`config.mk`:
```
export PLATFORM = sky130hd
export DESIGN_NAME = sync_updown_mod_counter
export DESIGN_NICKNAME = d
export VERILOG_FILES = /design/src/rtl/sync_updown_mod_counter.sv
export SDC_FILE = /design/constraint.sdc
export NUM_CORES = 1
export LEC_CHECK = 0
export BUFFER_PORTS_ARGS = -buffer_cell sky130_fd_sc_hd__buf_2
export CAP_MARGIN = 20
export CORE_AREA = 2 2 39 41
export DETAILED_ROUTE_END_ITERATION = 10
export DIE_AREA = 0 0 41 43
export GPL_ROUTABILITY_DRIVEN = 0
export MAX_ROUTING_LAYER = met4
export SLEW_MARGIN = 20
export SYNTH_ARGS = -nofsm -noshare
export SYNTH_HDL_FRONTEND = slang
export SYNTH_SLANG_ARGS = --single-unit
```
`constraint.sdc`:
```
create_clock -name clk -period 1.45 [get_ports clk]
set_clock_uncertainty 0.05 [all_clocks]
set_input_delay 0.29 -clock clk [delete_from_list [all_inputs] [get_ports clk]]
set_output_delay 0.29 -clock clk [all_outputs]
set_load 0.02 [all_outputs]
```
`src/rtl/sync_updown_mod_counter.sv`:
```
// Synchronous up/down modulo-MODULUS counter with parallel load, count enable and registered wrap/load_err pulses.
// Optional feature: define SYNC_UPDOWN_COUNTER_GRAY_OUT_EN to add the registered Gray-code output q_gray.
module sync_updown_mod_counter #(
  parameter int WIDTH   = 4,
  parameter int MODULUS = 16
) (
  input  logic             clk,
  input  logic             reset,
  input  logic             en,
  input  logic             up_dn,
  input  logic             load,
  input  logic [WIDTH-1:0] load_val,
  output logic [WIDTH-1:0] q,
  output logic             wrap,
  output logic             load_err
`ifdef SYNC_UPDOWN_COUNTER_GRAY_OUT_EN
  ,
  output logic [WIDTH-1:0] q_gray
`endif
);

  localparam logic [WIDTH-1:0] max_val = WIDTH'(MODULUS - 1);

  generate
    if (WIDTH < 1 || WIDTH > 16) begin : g_bad_width
      $fatal(1, "sync_updown_mod_counter: WIDTH=%0d outside 1..16", WIDTH);
    end
    if (MODULUS < 2 || MODULUS > (1 << WIDTH)) begin : g_bad_modulus
      $fatal(1, "sync_updown_mod_counter: MODULUS=%0d outside 2..2^WIDTH", MODULUS);
    end
  endgenerate

  logic [WIDTH-1:0] q_nxt;
  logic             wrap_nxt;
  logic             err_nxt;

  // Boundary compares happen on the current q, so q never leaves 0..MODULUS-1.
  always_comb begin
    q_nxt    = q;
    wrap_nxt = 1'b0;
    err_nxt  = 1'b0;
    if (load) begin
      if (load_val > max_val) begin
        q_nxt   = max_val;
        err_nxt = 1'b1;
      end else begin
        q_nxt = load_val;
      end
    end else if (en) begin
      if (up_dn) begin
        if (q == max_val) begin
          q_nxt    = '0;
          wrap_nxt = 1'b1;
        end else begin
          q_nxt = q + 1'b1;
        end
      end else begin
        if (q == '0) begin
          q_nxt    = max_val;
          wrap_nxt = 1'b1;
        end else begin
          q_nxt = q - 1'b1;
        end
      end
    end
  end

  always_ff @(posedge clk) begin
    if (reset) begin
      q        <= '0;
      wrap     <= 1'b0;
      load_err <= 1'b0;
    end else begin
      q        <= q_nxt;
      wrap     <= wrap_nxt;
      load_err <= err_nxt;
    end
  end

`ifdef SYNC_UPDOWN_COUNTER_GRAY_OUT_EN
  // Encoded from q_nxt so the Gray image lands in the same cycle as q.
  always_ff @(posedge clk) begin
    if (reset) begin
      q_gray <= '0;
    end else begin
      q_gray <= q_nxt ^ (q_nxt >> 1);
    end
  end
`endif

endmodule

```
==> out/metrics.yaml, run 1 <==
syn_avg_cell_area_um2: 8.05
syn_inst: 44
setup_ws_ns: 0.0650
finalHoldViolations: 0
initial_core_util_pct: 25.6
final_util_pct: 35.4
reg2reg_from: "q[1]$_SDFFE_PP0P_"
leakage_nw: 0.222
multi_input_area_um2: 236
reg2reg_slack_ns: 0.07
ys_seq_elements: 5
slew_violations: 0
core_mm2: 0.00138
vias: 351
overflow: 0
portBuffers: 13
hold_slack_ns: 0.207
cts.sinks: 5
fp.dieH_um: 43
status: "completed"
drt_first_iter_violations: 4
fillers: 155
setup_viol: 0
clock_path_buffers: 2
grt_usage_pct: 10.7
grt_pass1_wl_um: 1210
yosysSeqAreaShare_pct: 28.3
cts.clk_slew.worst_paths_ns: 0.04
ff2ff_path_depth: 4
crit_required_ns: 1.56
nNetsFinal: 73
grt_pass1_vias: 299
cts_tree: "built"
antenna_found_initial: 0
crit_path_max_fanout: 5
pre_cts_ws_ns: 0.0163
rsz0062_at_grt: "no"
rows: 14
ctsHoldBuffers: 0
synthToLayoutAreaGrowth_pct: 38.5
drt-total-wl_um: 815
grt_max_degree: 10
cts_buffers: 3
diodes: 0
yosys_warnings: 0
syn_nets: 55
fp.dieW_um: 41
power.density_mw_per_mm2: 914
startpoint_type: "register"
drive_above_1_share_pct: 41.0
h-tree-depth: 1
vias_per_cell: 4.56
fmax_mhz: 722
min_period_ns: 1.38
worstSkewPairLatency_ns: 0.24
drv_cap: 0
finalCritPeriodShare_pct: 95.5
ys_types: 25
tns_ns: 0
hold_path_depth: 2
endpoint_kind: "register"
synth_area_um2: 354
worst_r2r_endpoint: "q[3]$_SDFFE_PP0P_"
drc_errors: 0
instances_no_fill: 77
min-delay-start: "reset"
cts-root-buf: "clkbuf_4"
postRouteAntennaNets: 0
hp-class: "input port to register"
place_hpwl_um: 638
critical_path_class: "register to register"
crit_arrival_ns: 1.50
holdPathEnd: "q[1]$_SDFFE_PP0P_"
first_pass_iters: 4
dp_cells: 72
wl_per_cell_um: 10.6
register_area_um2: 109
num_io_pins: 15
die_area_mm2: 0.00176
peakVddDrop_uv: 402
## cells in the mapped netlist
master,instances,area [um^2]
inv_2,1,3.75
nor3b_1,1,7.51
conb_1,1,3.75
a21bo_1,1,10.0
o31ai_1,1,7.51
a31oi_1,1,6.26
nor4b_1,1,8.76
or4_1,1,7.51
xnor2_1,3,26.3
o21a_1,1,7.51
mux2_2,1,11.3
clkbuf_1,1,3.75
nor2b_1,2,12.5
buf_4,1,7.51
a41oi_1,1,8.76
nor2_1,3,11.3
o21ai_0,2,10.0
a311o_1,1,10.0
nand2_1,2,7.51
a21oi_1,5,25.0
dfxtp_1,5,100
mux2i_1,1,10.0
inv_1,4,15.0
ha_1,2,25.0
o21bai_1,1,7.51
## worst max-delay path by stage
| stage | startpoint | to | slack, ns | cells after the start |
|---|---|---|---|---|
| floorplan | q[0]$_SDFFE_PP0P_ | q[2]$_SDFFE_PP0P_ | 0.05 | 6 |
| finish | q[1]$_SDFFE_PP0P_ | q[3]$_SDFFE_PP0P_ | 0.07 | 4 |
| detailed placement | q[0]$_SDFFE_PP0P_ | q[3]$_SDFFE_PP0P_ | 0.02 | 6 |
| global route | q[1]$_SDFFE_PP0P_ | q[3]$_SDFFE_PP0P_ | 0.005 | 4 |
| global placement | q[0]$_SDFFE_PP0P_ | q[2]$_SDFFE_PP0P_ | 0.06 | 6 |
| CTS | q[1]$_SDFFE_PP0P_ | q[3]$_SDFFE_PP0P_ | 0.003 | 4 |
## layout make-up
| class | instances | share of cell area [%] |
|---|---|---|
| clock buffers | 4 | 5.36 |
| inverters | 5 | 3.83 |
| multi-input cells | 32 | 48.2 |
| flip-flops and latches | 5 | 22.2 |
| well taps | 16 | 4.08 |
| repair buffers | 15 | 16.3 |
## power by group
part           internal [mW]  leakage, nW  switching (mW)
registers              0.148       0.0429          0.0135
logic                 0.0633        0.164          0.0659
clock network          0.104       0.0150          0.0535
## sequential cells by signal (all words and copies together) (netlist names)
register,count
q,4
wrap,1
## placed cells by master, fill, tap and decap left out, drive strengths merged, types with 2 or more instances in the layout
cell	n
inv	5
nor2b	2
nand2	2
xnor2	3
buf	15
clkbuf	4
dfxtp	5
a21oi	5
o21ai	2
nor2	3
ha	2
## timing repair
item | in CTS | in global routing
cloned | 0 | 0
endpoints found under the setup margin | 1 | 3
pin swaps | 1 | 3
gates resized for setup | 0 | 5
setup buffers | 0 | 1
## worst max-delay path: stages (launching register included)
cell and delay [ns]:
dfxtp_4 0.36, inv_2 0.05, or4_1 0.53, a21bo_1 0.19, a31oi_1 0.13
## cells by family after synthesis
family	share of synthesized area, %
buffers and inverters	8.48
other	1.06
xor gates and xnor gates	7.42
muxes	6.01
adders and majority gates	7.07
AOI/OAI and AO/OA	26.2
DFF	28.3
and+or+nand+nor	15.5
## routing by layer
metal  vias to the layer above  track usage, %  share of wire (%)
li1                        184               -                  -
met1                       152            15.1                 47
met2                        13            13.1                 46
met3                         2            1.57                6.6
met4                         0            8.00               0.61
met5                         -               -                  0
## stage by stage
stage          area, um^2  power, mW
2_1_floorplan         358      0.244
3_3_place_gp          439      0.281
3_5_place_dp          439      0.284
4_1_cts               465      0.447
5_1_grt               490      0.479
6_report              490      0.448
No activity file was read; power rests on OpenSTA's default activity.
==> run 2, diff against run 1 <==
--- a/config.mk
+++ b/config.mk
@@ -8,10 +8,11 @@
 export BUFFER_PORTS_ARGS = -buffer_cell sky130_fd_sc_hd__buf_2
 export CAP_MARGIN = 20
 export CORE_AREA = 2 2 39 41
+export CTS_BUF_LIST = sky130_fd_sc_hd__clkbuf_4
+export CTS_CLUSTER_DIAMETER = 40
 export DETAILED_ROUTE_END_ITERATION = 10
 export DIE_AREA = 0 0 41 43
 export GPL_ROUTABILITY_DRIVEN = 0
-export MAX_ROUTING_LAYER = met4
 export SLEW_MARGIN = 20
 export SYNTH_ARGS = -nofsm -noshare
 export SYNTH_HDL_FRONTEND = slang
==> run 2 against run 1 <==
Against the previous run:
- non-clock buffer count unchanged
- critical path depth unchanged
- sequential cell count unchanged
- via count decreased by 0.28%
- worst setup slack about the same
- largest cell class unchanged
==> out/metrics.yaml, run 2 (same netlist as run 1, synthesis figures left out) <==
post_dp_cell_area_um2: 439  # unchanged
endpoint_kind: "register"
grt_max_degree: 10  # unchanged
tns_ns: 0  # unchanged
cts.clk_slew.worst_paths_ns: 0.04  # about the same
num_io_pins: 15  # unchanged
cts_buffers: 3  # unchanged
crit_path_max_fanout: 5  # unchanged
reg2reg_from: "q[1]$_SDFFE_PP0P_"
min_period_ns: 1.39  # +0.000428 ns
setup_viol: 0  # unchanged
die_area_mm2: 0.00176  # unchanged
wl_per_cell_um: 10.6  # +0.49%
worst_r2r_endpoint: "q[3]$_SDFFE_PP0P_"
cts.sinks: 5  # unchanged
postRouteAntennaNets: 0  # unchanged
crit_arrival_ns: 1.50  # about the same
grt_usage_pct: 10.5  # -0.25 points
overflow: 0  # unchanged
crit_slowest_cell: "or4_1"
drv_cap: 0  # unchanged
ff2ff_path_depth: 4  # unchanged
h-tree-depth: 1  # unchanged
cp-startpoint: "q[1]$_SDFFE_PP0P_"
worstSkewPairLatency_ns: 0.24  # about the same
design_area_um2: 494  # +0.77%
grt_pass1_vias: 299  # unchanged
rows: 14  # unchanged
top_register: "q"
endpoint: "q[3]$_SDFFE_PP0P_"
cp_num_buf_inv: 1  # unchanged
critical_path_class: "register to register"
first_pass_iters: 4  # unchanged
slew_violations: 0  # unchanged
reg2reg_slack_ns: 0.06  # about the same
crit_required_ns: 1.56  # about the same
grt_pass1_wl_um: 1210  # unchanged
antenna_found_initial: 0  # unchanged
top_regs: "q x4, wrap x1"
layout_commonest_cell: "buf_2"
fmax_mhz: 722  # about the same
max_stage_delay_ns: 0.53  # about the same
critPathTopFamily: "simple AND/OR/NAND/NOR gates"
synthToLayoutAreaGrowth_pct: 39.6
setup_ws_ns: 0.0646  # -0.000428 ns
pre_cts_ws_ns: 0.0163  # unchanged
critical_path_depth: 4  # unchanged
rsz0062_at_grt: "no"
portBuffers: 13  # unchanged
fp.dieH_um: 43  # unchanged
largest_reg_flops: 4  # unchanged
leakage_nw: 0.226  # +1.5%
nNetsFinal: 73  # unchanged
final_util_pct: 35.7  # +0.27 points
drt_first_iter_violations: 4  # unchanged
fp.dieW_um: 41  # unchanged
drive_above_1_share_pct: 42.6  # +1.6 points
hp-class: "input port to register"
finalCritPeriodShare_pct: 95.5  # about the same
diodes: 0  # unchanged
cts-root-buf: "clkbuf_4"
fillers: 156  # +0.65%
drt-total-wl_um: 819  # +0.49%
core_mm2: 0.00138  # unchanged
initial_core_util_pct: 25.6  # unchanged
peakVddDrop_uv: 402  # +0.11%
place_hpwl_um: 638  # unchanged
startpoint_type: "register"
drc_errors: 0  # unchanged
finalHoldViolations: 0  # unchanged
vias_per_cell: 4.55  # -0.28%
status: "completed"
worstPathCellList: "inv_2 -> or4_1 -> a21bo_1 -> a31oi_1"
vias: 350  # -0.28%
clock_path_buffers: 2  # unchanged
power.density_mw_per_mm2: 948  # +3.7%
cts_tree: "built"
final_cell_mix: "buf_2, a21oi_1, clkbuf_4"
-- run 2: worst min-delay path by stage --
stage / start / end / cells after the start
after global placement: reset / q[0]$_SDFFE_PP0P_ / 2
after floorplan: reset / q[1]$_SDFFE_PP0P_ / 1
after detailed placement: reset / q[1]$_SDFFE_PP0P_ / 2
after CTS: reset / q[1]$_SDFFE_PP0P_ / 2
after global routing: reset / q[1]$_SDFFE_PP0P_ / 2
final: reset / q[1]$_SDFFE_PP0P_ / 2
-- run 2: final cells by class --
class	count	area [um^2]	share of cell area, %
clock buffer	4	30.0	6.08
inverter	5	18.8	3.80
multi-input combinational	32	236	47.8
sequential	5	109	22.0
tap	16	20.0	4.05
timing repair buffer	15	80.1	16.2
-- run 2: routing by layer --
metal / vias to the layer above / GRT usage [%] / part of all wire [%]
met4: 0 / 8.00 / 0.61
met1: 151 / 15.2 / 47
li1: 184 / - / -
met2: 13 / 13.1 / 45
met3: 2 / 1.57 / 6.6
met5: - / 0 / 0
-- run 2: power breakdown --
part	total [mW]	switching, mW	internal (mW)
combinational	0.129	0.0657	0.0633
sequential	0.162	0.0135	0.148
clock	0.178	0.0553	0.123
-- run 2: what timing repair did --
| item | CTS | global route |
|---|---|---|
| endpoints found under the setup margin | 1 | 3 |
| hold buffers | 0 | 0 |
| pin swaps | 1 | 3 |
| gates resized for setup | 0 | 5 |
| buffers inserted | 0 | 1 |
| hold endpoints to repair | 0 | 0 |
-- run 2: through the flow --
stage               power [mW]  instances  hold WS, ns
floorplan                0.244         44        0.304
global placement         0.281         72        0.465
detailed placement       0.284         72        0.461
CTS                      0.466         76        0.203
global route             0.498         77        0.208
finish                   0.469         77        0.207
==> run 3, diff against run 2 <==
==> constraint.sdc (replaced) <==
create_clock -name clk -period 1.7 [get_ports clk]
set_clock_uncertainty 0.05 [all_clocks]
set_input_delay 0.34 -clock clk [delete_from_list [all_inputs] [get_ports clk]]
set_output_delay 0.34 -clock clk [all_outputs]
set_load 0.02 [all_outputs]
==> run 3 against run 2 <==
Against the previous run:
- register-to-register slack improved by 0.15 ns
- core utilization shrank 2.6 points
- clock power fell by 18%
- worst setup slack better by 0.15 ns
- critical endpoint is now q[2]$_SDFFE_PP0P_
==> out/metrics.yaml, run 3 (same netlist as run 1, synthesis figures left out) <==
status: "completed"
synthToLayoutAreaGrowth_pct: 29.3
min_period_ns: 1.48  # +0.0975 ns
cts_buffers: 3  # unchanged
top_regs: "q x4, wrap x1"
overflow: 0  # unchanged
use_met1_pct: 14.2  # -0.97 points
first_pass_iters: 4  # unchanged
hp-class: "input port to register"
fp.dieW_um: 41  # unchanged
h-tree-depth: 1  # unchanged
finalCritPeriodShare_pct: 87.2  # -8.3 points
num_io_pins: 15  # unchanged
largest_reg_flops: 4  # unchanged
core_mm2: 0.00138  # unchanged
fillers: 152  # -2.6%
worstSkewPairLatency_ns: 0.23  # about the same
initial_core_util_pct: 25.6  # unchanged
clock_path_buffers: 2  # unchanged
ctsHoldBuffers: 0  # unchanged
nNetsFinal: 71  # -2.7%
p_switching_uw: 105  # -22%
vias_per_cell: 4.65  # +2.4%
grt_util_met2_pct: 12.2  # -0.94 points
postRouteAntennaNets: 0  # unchanged
wl_per_cell_um: 9.75  # -8.4%
diodes: 0  # unchanged
final_cell_mix: "buf_2, a21oi_1, dfxtp_1"
p_seq_share_pct: 36.8  # +2.3 points
cts_resized: 0  # unchanged
cts-root-buf: "clkbuf_4"
clkPwrFrac_pct: 38.4  # +0.4 points
rows: 14  # unchanged
post_dp_cell_area_um2: 428  # -2.6%
crit_required_ns: 1.78  # +0.22 ns
fp.dieH_um: 43  # unchanged
grt_pass1_wl_um: 1190  # -2.3%
die_area_mm2: 0.00176  # unchanged
leakage_nw: 0.213  # -5.4%
critical_path_class: "register to register"
grtUsageMet3_pct: 3.14  # +1.6 points
cts_tree: "built"
grt_usage_pct: 10.2  # -0.30 points
vias: 349  # -0.29%
place_hpwl_um: 577  # -9.5%
fmax_mhz: 674  # -6.6%
endpoint_kind: "register"
antenna_found_initial: 0  # unchanged
tns_ns: 0  # unchanged
drt_first_iter_violations: 5  # +1
cts_setup_buffers: 0  # unchanged
finalHoldViolations: 0  # unchanged
startpoint_type: "register"
design_area_um2: 458  # -7.3%
cts.sinks: 5  # unchanged
peakVddDrop_uv: 316  # -21%
layout_commonest_cell: "buf_2"
drive_above_1_share_pct: 32.2  # -10 points
crit_arrival_ns: 1.56  # +0.06 ns
grt_max_degree: 10  # unchanged
drv_cap: 0  # unchanged
grt-busiest-layer: "met1"
p_sw_share_pct: 27.6  # -1.1 points
cts.clk_slew.worst_paths_ns: 0.04  # about the same
portBuffers: 13  # unchanged
drt-total-wl_um: 731  # -11%
setup_viol: 0  # unchanged
power.density_mw_per_mm2: 832  # -12%
p_comb_share_pct: 24.7  # -2.8 points
drc_errors: 0  # unchanged
grt_pass1_vias: 291  # -2.7%
top_register: "q"
crit_path_max_fanout: 7  # +2
slew_violations: 0  # unchanged
rsz0062_at_grt: "no"
p_int_uw: 276  # -17%
-- run 3: worst max-delay path, stage by stage (launching register included) --
cell     delay [ns]
dfxtp_1        0.44
inv_1          0.09
ha_1           0.22
mux2_2         0.26
nand2_1        0.08
xnor2_1        0.07
o21a_1         0.16
-- run 3: per-layer routing --
layer  share of wire (%)  routed length [um]  vias to the layer above
met3                 8.3                  61                        0
li1                    -                   -                      182
met1                  47                 346                      153
met4                   0                   0                        0
met5                   0                   0                        -
met2                  44                 323                       14
-- run 3: final cells by class --
cell class	count	area (um^2)	area share, %
Inverter	5	18.8	4.10
Clock buffer	4	30.0	6.56
Tap cell	16	20.0	4.37
Multi-Input combinational cell	32	224	48.9
Timing Repair Buffer	13	65.1	14.2
Sequential cell	5	100	21.9
-- run 3: metrics by stage --
step | total power [mW] | hold WS [ns] | cells | worst slack [ns] | util (%)
floorplan | 0.207 | 0.362 | 44 | 0.174 | -
global placement | 0.236 | 0.528 | 71 | 0.257 | 30.9
detailed placement | 0.236 | 0.527 | 71 | 0.227 | 30.9
CTS | 0.387 | 0.286 | 75 | 0.217 | 33.1
global route | 0.409 | 0.284 | 75 | 0.0610 | 33.1
finish | 0.381 | 0.290 | 75 | 0.217 | 33.1
-- run 3: final timing paths --
| path | start | endpoint | slack [ns] | depth (start not counted) |
|---|---|---|---|---|
| max | q[0]$_SDFFE_PP0P_ | q[2]$_SDFFE_PP0P_ | 0.22 | 6 |
| min | load_val[0] | q[0]$_SDFFE_PP0P_ | 0.29 | 3 |
| min reg2reg | q[2]$_SDFFE_PP0P_ | wrap$_SDFF_PP0_ | 0.59 | 2 |
| max reg2reg | q[0]$_SDFFE_PP0P_ | q[2]$_SDFFE_PP0P_ | 0.22 | 6 |
-- run 3: power groups by stage --
stage | clock, mW | combinational [mW] | sequential [mW]
6_report | 0.146 | 0.0943 | 0.140
2_1_floorplan | 0 | 0.0570 | 0.150
5_1_grt | 0.161 | 0.106 | 0.142
4_1_cts | 0.152 | 0.0948 | 0.140
3_3_place_gp | 0 | 0.0940 | 0.142
3_5_place_dp | 0 | 0.0941 | 0.142
